===== config.mk =====
export PLATFORM = sky130hd
export DESIGN_NAME = gray_to_binary_tracker
export DESIGN_NICKNAME = d
export VERILOG_FILES = /design/src/rtl/gray_pkg.sv /design/src/rtl/gray2bin_comb.sv /design/src/rtl/gray_to_binary_tracker.sv
export SDC_FILE = /design/constraint.sdc
export NUM_CORES = 1
export LEC_CHECK = 0
export ABC_AREA = 1
export CAP_MARGIN = 15
export CORE_AREA = 2 2 60 45
export CTS_BUF_LIST = sky130_fd_sc_hd__clkbuf_8 sky130_fd_sc_hd__clkbuf_16
export DETAILED_ROUTE_END_ITERATION = 10
export DIE_AREA = 0 0 62 47
export GPL_TIMING_DRIVEN = 0
export HOLD_SLACK_MARGIN = 0.15
export MAX_ROUTING_LAYER = met4
export PLACE_DENSITY = 0.72
export SYNTH_ARGS = -nofsm -noshare
export SYNTH_HDL_FRONTEND = slang
export SYNTH_SLANG_ARGS = --single-unit

===== constraint.sdc =====
create_clock -name clk -period 1.2 [get_ports clk]
set_input_delay 0.18 -clock clk [delete_from_list [all_inputs] [get_ports clk]]
set_output_delay 0.18 -clock clk [all_outputs]
set_load 0.02 [all_outputs]

===== src/rtl/gray_pkg.sv =====
// Shared definitions for the Gray-code receive tracker: default code width,
// tracker FSM states and a reference Gray-to-binary decode function.
package gray_pkg;

  localparam int unsigned GrayWidth = 3;

  typedef enum logic [0:0] {
    StEmpty,
    StTrack
  } track_state_e;

  // Reference decode for the default width: each binary bit is the XOR of all
  // Gray bits at or above its position.
  function automatic logic [GrayWidth-1:0] gray2bin(input logic [GrayWidth-1:0] g);
    logic [GrayWidth-1:0] b;
    for (int i = 0; i < int'(GrayWidth); i++) begin
      b[i] = ^(g >> i);
    end
    return b;
  endfunction

endpackage


===== src/rtl/gray2bin_comb.sv =====
// Pure combinational Gray-to-binary decoder of configurable width.
module gray2bin_comb
  import gray_pkg::*;
#(
  parameter int unsigned WIDTH = GrayWidth
) (
  input  logic [WIDTH-1:0] gray,
  output logic [WIDTH-1:0] bin
);

  // Prefix XOR from the MSB down: bin[i] = ^gray[WIDTH-1:i].
  always_comb begin
    bin = '0;
    for (int i = 0; i < int'(WIDTH); i++) begin
      bin[i] = ^(gray >> i);
    end
  end

endmodule


===== src/rtl/gray_to_binary_tracker.sv =====
// Receive-side Gray sample tracker: decodes incoming Gray codes, reports the
// modular step from the previous sample and counts max->0 wraps, presenting
// each record through a single-entry valid/ready output register.
// Optional feature: define GRAY_STEP_CHECK_EN to flag (sticky) any Gray sample
// that differs from its predecessor in more than one bit.
module gray_to_binary_tracker
  import gray_pkg::*;
#(
  parameter int unsigned WIDTH  = GrayWidth,
  parameter int unsigned WRAP_W = 8
) (
  input  logic              clk,
  input  logic              rst_n,
  input  logic              in_valid,
  output logic              in_ready,
  input  logic [WIDTH-1:0]  in_gray,
  output logic              out_valid,
  input  logic              out_ready,
  output logic [WIDTH-1:0]  out_bin,
  output logic [WIDTH-1:0]  out_step,
  output logic              out_first,
  output logic [WRAP_W-1:0] wrap_cnt,
  output logic              step_err
);

  localparam logic [WIDTH-1:0]  MaxBin  = '1;
  localparam logic [WRAP_W-1:0] WrapMax = '1;

  track_state_e      state_q, state_d;
  logic              out_valid_q, out_valid_d;
  logic [WIDTH-1:0]  out_bin_q, out_bin_d;
  logic [WIDTH-1:0]  out_step_q, out_step_d;
  logic              out_first_q, out_first_d;
  logic [WRAP_W-1:0] wrap_cnt_q, wrap_cnt_d;
  logic [WIDTH-1:0]  prev_bin_q, prev_bin_d;
  logic [WIDTH-1:0]  in_bin;
  logic              accept;

  gray2bin_comb #(
    .WIDTH(WIDTH)
  ) u_decode (
    .gray(in_gray),
    .bin (in_bin)
  );

  assign in_ready = !out_valid_q || out_ready;
  assign accept   = in_valid && in_ready;

  // Next-state for FSM, output record, history and wrap counter.
  always_comb begin
    state_d     = state_q;
    out_bin_d   = out_bin_q;
    out_step_d  = out_step_q;
    out_first_d = out_first_q;
    wrap_cnt_d  = wrap_cnt_q;
    prev_bin_d  = prev_bin_q;
    out_valid_d = out_valid_q && !out_ready;
    if (accept) begin
      out_valid_d = 1'b1;
      out_bin_d   = in_bin;
      prev_bin_d  = in_bin;
      state_d     = StTrack;
      unique case (state_q)
        StEmpty: begin
          out_step_d  = '0;
          out_first_d = 1'b1;
        end
        StTrack: begin
          out_step_d  = in_bin - prev_bin_q;
          out_first_d = 1'b0;
          // Saturate rather than roll over so a long run never looks small.
          if (prev_bin_q == MaxBin && in_bin == '0 && wrap_cnt_q != WrapMax) begin
            wrap_cnt_d = wrap_cnt_q + WRAP_W'(1);
          end
        end
        default: ;
      endcase
    end
  end

  // State and output register with asynchronous clear.
  always_ff @(posedge clk or negedge rst_n) begin
    if (!rst_n) begin
      state_q     <= StEmpty;
      out_valid_q <= 1'b0;
      out_bin_q   <= '0;
      out_step_q  <= '0;
      out_first_q <= 1'b0;
      wrap_cnt_q  <= '0;
      prev_bin_q  <= '0;
    end else begin
      state_q     <= state_d;
      out_valid_q <= out_valid_d;
      out_bin_q   <= out_bin_d;
      out_step_q  <= out_step_d;
      out_first_q <= out_first_d;
      wrap_cnt_q  <= wrap_cnt_d;
      prev_bin_q  <= prev_bin_d;
    end
  end

  assign out_valid = out_valid_q;
  assign out_bin   = out_bin_q;
  assign out_step  = out_step_q;
  assign out_first = out_first_q;
  assign wrap_cnt  = wrap_cnt_q;

`ifdef GRAY_STEP_CHECK_EN
  logic [WIDTH-1:0] prev_gray_q, prev_gray_d;
  logic [WIDTH-1:0] gray_diff;
  logic             multi_bit;
  logic             step_err_q, step_err_d;

  assign gray_diff = in_gray ^ prev_gray_q;
  // More than one bit set iff clearing the lowest set bit leaves something.
  assign multi_bit = (gray_diff & (gray_diff - WIDTH'(1))) != '0;

  // Track previous Gray code and latch any multi-bit transition.
  always_comb begin
    prev_gray_d = prev_gray_q;
    step_err_d  = step_err_q;
    if (accept) begin
      prev_gray_d = in_gray;
      if (state_q == StTrack && multi_bit) begin
        step_err_d = 1'b1;
      end
    end
  end

  // Step-check history and sticky error flag.
  always_ff @(posedge clk or negedge rst_n) begin
    if (!rst_n) begin
      prev_gray_q <= '0;
      step_err_q  <= 1'b0;
    end else begin
      prev_gray_q <= prev_gray_d;
      step_err_q  <= step_err_d;
    end
  end

  assign step_err = step_err_q;
`else
  assign step_err = 1'b0;
`endif

endmodule


# Word level (Yosys, flattened, before mapping)
# Index checks and enable logic that the tools add are counted.
[classes] bitwise=1 n_mux=3 n_eq_ne=2 add_sub_neg=2 reduce_logical=12
[ops] cell="XOR reduction 3 bit" count=3
[ops] cell="adder 8 x 1 -> 8 bit (second input constant)" count=1
[ops] cell="inequality test 8 bit (second input constant)" count=1
[ops] cell="one-hot mux 3 bit (2 select lines)" count=1
[ops] cell="logical AND 1 bit" count=4
[ops] cell="equality test 3 bit (second input constant)" count=1
[ops] cell="zero test 3 bit" count=1
[ops] cell="AND reduction 3 bit" count=1
[ops] cell="subtractor 3 bit" count=1
[ops] cell="zero test 1 bit" count=2
[ops] cell="one-hot mux 1 bit (2 select lines)" count=1
[ops] cell="logical OR 1 bit" count=1
[ops] cell="two-way mux 1 bit" count=1
[ops] cell="NOT 1 bit" count=1
[word_totals] out_inout_bits=18 reg_bits=17 input_bits=7 wordCells=26

# Longest topological paths before layout
[depth] depth_word=5 mapped_depth=10 mapped_depth_nobuf=10

# Cells and area by module
# Synthesis repeated with hierarchy kept, for this count alone.
[unflattened] cells_unflattened=128 hier_area_um2=996.0
[by_module_without_submodules] module="gray_to_binary_tracker" cells_each=116 instances=1 seq_area_each_um2=425.4 area_each_um2=944.7
[by_module_without_submodules] module="gray2bin_comb" cells_each=12 instances=1 seq_area_each_um2=0.0 area_each_um2=51.3

# Worst setup path after synthesis
# No wires, ideal clock.
[synth_timing] path_type="reg-to-reg" from="register prev_bin_q[0]" to="register out_step_q[2], in the netlist out_step[2]" path_stages_with_launch=6 n_path_buf=0 setup_time_ns=0.083 slack_ns=-0.182 arrival_time_ns=1.299 t_required_ns=1.117 synth_period_minus_slack_ns=1.382 cell_sequence="dfrtp_1 > ha_1 > fa_1 > nand2_1 > nand2_1 > o21ai_0"
[synth_between] elab_chain_cells=2
[synth_lines] item="start, declared" line="gray_to_binary_tracker.sv:35" text="logic [WIDTH-1:0] prev_bin_q, prev_bin_d;"
[synth_lines] item="start signal, assigned" line="gray_to_binary_tracker.sv:98" text="prev_bin_q <= prev_bin_d;"
[synth_lines] item="subtractor 3 bit" line="gray_to_binary_tracker.sv:69" text="out_step_d = in_bin - prev_bin_q;"
[synth_lines] item="one-hot mux 3 bit (2 select lines)" line="gray_to_binary_tracker.sv:63" text="unique case (state_q)"
[synth_lines] item="end signal, assigned" line="gray_to_binary_tracker.sv:95" text="out_step_q <= out_step_d;"
[synth_lines] item="end, declared" line="gray_to_binary_tracker.sv:32" text="logic [WIDTH-1:0] out_step_q, out_step_d;"
# Every way passes these cells.
# A chain may end at the register's enable or synchronous reset.

# Final worst setup path
[layout_timing] from="register prev_bin_q[0]" to="register out_step_q[1], in the netlist out_step[1]"
# Same word-level chain as after synthesis.

==> impl_metrics.toml <==
[clock_network]
cts_tree = "built"
worstSkewPairLatency_ns = 0.25
cts_root_buffer = "clkbuf_8"
clk_path_buf_depth = 2
cts_buffers = 3
htreeDepth = 1
path_clk_slew_ns = 0.07
clock-sinks = 17

[grt]
antenna_found_initial = 0
grt_use_total_pct = 15.8
grt_pass1_vias = 725
grt_pass1_wl_um = 3220
grt_max_degree = 18
overflow = 0

[route]
drt-total-wl_um = 2230
drc = 0
ant_nets = 0
first_iter_violations = 22
vias = 862
dr.pass1.iters = 4
avgViaCountPerCell = 4.59
routedWlPerCell_um = 11.9

[timing]
min_period_ns = 1.31
fin_crit_sh_pct = 109
rsz0062_at_grt = "yes"
setup_viol = 11
max_slew_margin_pct = 48.2
fmax_mhz = 761
timing.final.ws_setup_ns = -0.114
hold_viol = 0
fin_tns_setup_ns = -0.609
final_max_slew_viol_count = 0
tightest_slew_ns = 0.775
finalClockSkew_ns = 0.00276

[critical_path]
criticalPathCategory = "reg -> reg"
critPathMaxStageDelay_ns = 0.53
required_ns = 1.34
crit_buf_inv = 0
worstSetupStartpointType = "flop"
crit_fanout = 4
crit_chain = "ha_4 -> fa_2 -> o21ai_2"
cp_top_family = "adder cells"
cp_slowest_cell = "fa_2"
end_kind = "flop"
arrival_ns = 1.45

[layout]
fillers = 199
syn_to_final_growth_pct = 45.5
antenna_cells = 0
nNetsFinal = 165
drive_gt1_share_pct = 38.3
final_cells = 188
mostFrequentLayoutCells = "nand2_1, dfrtp_1, buf_4"
layout.cells.most_common = "nand2_1"

[run_status]
violations = "negative setup slack"
status = "finished, violations left"

[placement]
dp_hpwl_um = 1490
port_buffers = 23
dp_slack_ns = -0.805
place_inst = 175
place_congestion = 0.701

[pwr]
ir_drop_uv = 771
powerDensity_mw_per_mm2 = 1060
p_leak_nw = 0.682

[die]
die_w_um = 62
fp.dieArea_mm2 = 0.00291
core_mm2 = 0.00235
start_util_pct = 40.2
die_h_um = 47
pin_count = 25
rows = 15

[synth]
synth_edf_count = 0
synth_seq_cells = 17
synth_top_area_share_pct = 45.1
synth_area_um2 = 943
synthCells = 118
synth_fp_nets = 128
synth.yosys.seq_area_share_pct = 45.1
ys_async_sr_fraction_pct = 100
synth_cell_types = 20
synth.avg_cell_area_um2 = 7.99
ys.flop_type = "dfrtp_1"
synth_area_leaders = "dfrtp_1, nand2_1, o21ai_0"
synth_warnings = 0
synth_top_area_cell = "dfrtp_1"

[run]
max_cap_viol_count = 0

[hold_path]
min_path_type = "in -> reg"
metrics by stage:
step	power, mW	utilization, %	hold WS [ns]	cell area [um^2]
after floorplan	0.858	-	-0.116	967
after global placement	1.02	52.9	0.458	1240
after detailed placement	1.03	52.9	0.470	1240
after CTS	1.44	57.2	0.246	1340
after global routing	1.53	58.5	0.268	1370
final	1.46	58.5	0.252	1370
worst reg2reg max path, delay by kind of cell, from the launching register on:
kind,cells,cell delay (ns)
AOI/OAI and AO/OA,1,0.05
adders and majority gates,2,0.71
DFF,1,0.46
synthesized netlist by cell type (2+ instances only):
| cell type | number |
|---|---|
| dfrtp_1 | 17 |
| ha_1 | 2 |
| inv_1 | 8 |
| inv_2 | 4 |
| nand2_1 | 49 |
| nand2_2 | 3 |
| nand3_1 | 3 |
| nand3_2 | 3 |
| nand4_1 | 2 |
| nor2_1 | 5 |
| nor2_4 | 3 |
| o21ai_0 | 9 |
| xnor2_1 | 2 |
| xor2_1 | 2 |
logic make-up after synthesis:
| kind of cell | Yosys count | synth area share, % |
|---|---|---|
| buf+inv | 14 | 6.10 |
| compound gates | 9 | 4.77 |
| fa+ha+maj | 3 | 4.77 |
| other cells | 1 | 0.397 |
| xor+xnor | 4 | 3.71 |
| simple gates | 70 | 35.1 |
| flops | 17 | 45.1 |
routing by layer:
layer / track usage, % / part of all wire [%] / vias to the layer above
met5: - / 0 / -
met4: 4.68 / 0.90 / 0
met3: 3.58 / 2.5 / 2
met2: 27.1 / 53 / 11
met1: 18.5 / 43 / 409
li1: - / - / 440
where the power goes:
part	leakage [nW]	switching (mW)	internal (mW)
Clock	0.0255	0.186	0.230
Combinational	0.448	0.207	0.158
Sequential	0.209	0.0483	0.626
final timing paths:
kind | startpoint | endpoint | slack, ns | cells past startpoint
min in group asynchronous | rst_n | prev_bin_q[0]$_DFFE_PN0N_ | 0.38 | 1
max in group asynchronous | rst_n | wrap_cnt[2]$_DFFE_PN0P_ | 0.28 | 1
max reg2reg | prev_bin_q[0]$_DFFE_PN0N_ | out_step[1]$_DFFE_PN0N_ | -0.11 | 3
max | prev_bin_q[0]$_DFFE_PN0N_ | out_step[1]$_DFFE_PN0N_ | -0.11 | 3
min reg2reg | state_q$_DFFE_PN0N_ | out_first$_DFFE_PN0N_ | 0.48 | 1
min | in_gray[2] | prev_bin_q[2]$_DFFE_PN0N_ | 0.25 | 3
state kept, by name, summed over array words and instances, names as in the netlist:
| name | cells |
|---|---|
| out_step | 3 |
| state_q | 1 |
| out_valid | 1 |
| prev_bin_q | 3 |
| wrap_cnt | 8 |
| out_first | 1 |
cell type report:
type                    instances  area [um^2]  area share (%)
repair buffers                 32          256            18.7
multi-input cells              87          537            39.1
flip-flops and latches         17          433            31.5
well taps                      34         42.5            3.10
plain buffers                   2         12.5           0.912
clock buffers                   3         41.3            3.01
inverters                      12         45.0            3.28
clock inverters                 1         5.00           0.365
what timing repair did:
item,in CTS,in global routing
endpoints found under the setup margin,28,19
gates resized for setup,54,15
endpoints found under the hold margin,0,0
buffers inserted,3,6
hold buffers,0,0
pin swaps,2,13
Note: power is estimated with default switching activity, not from simulation.
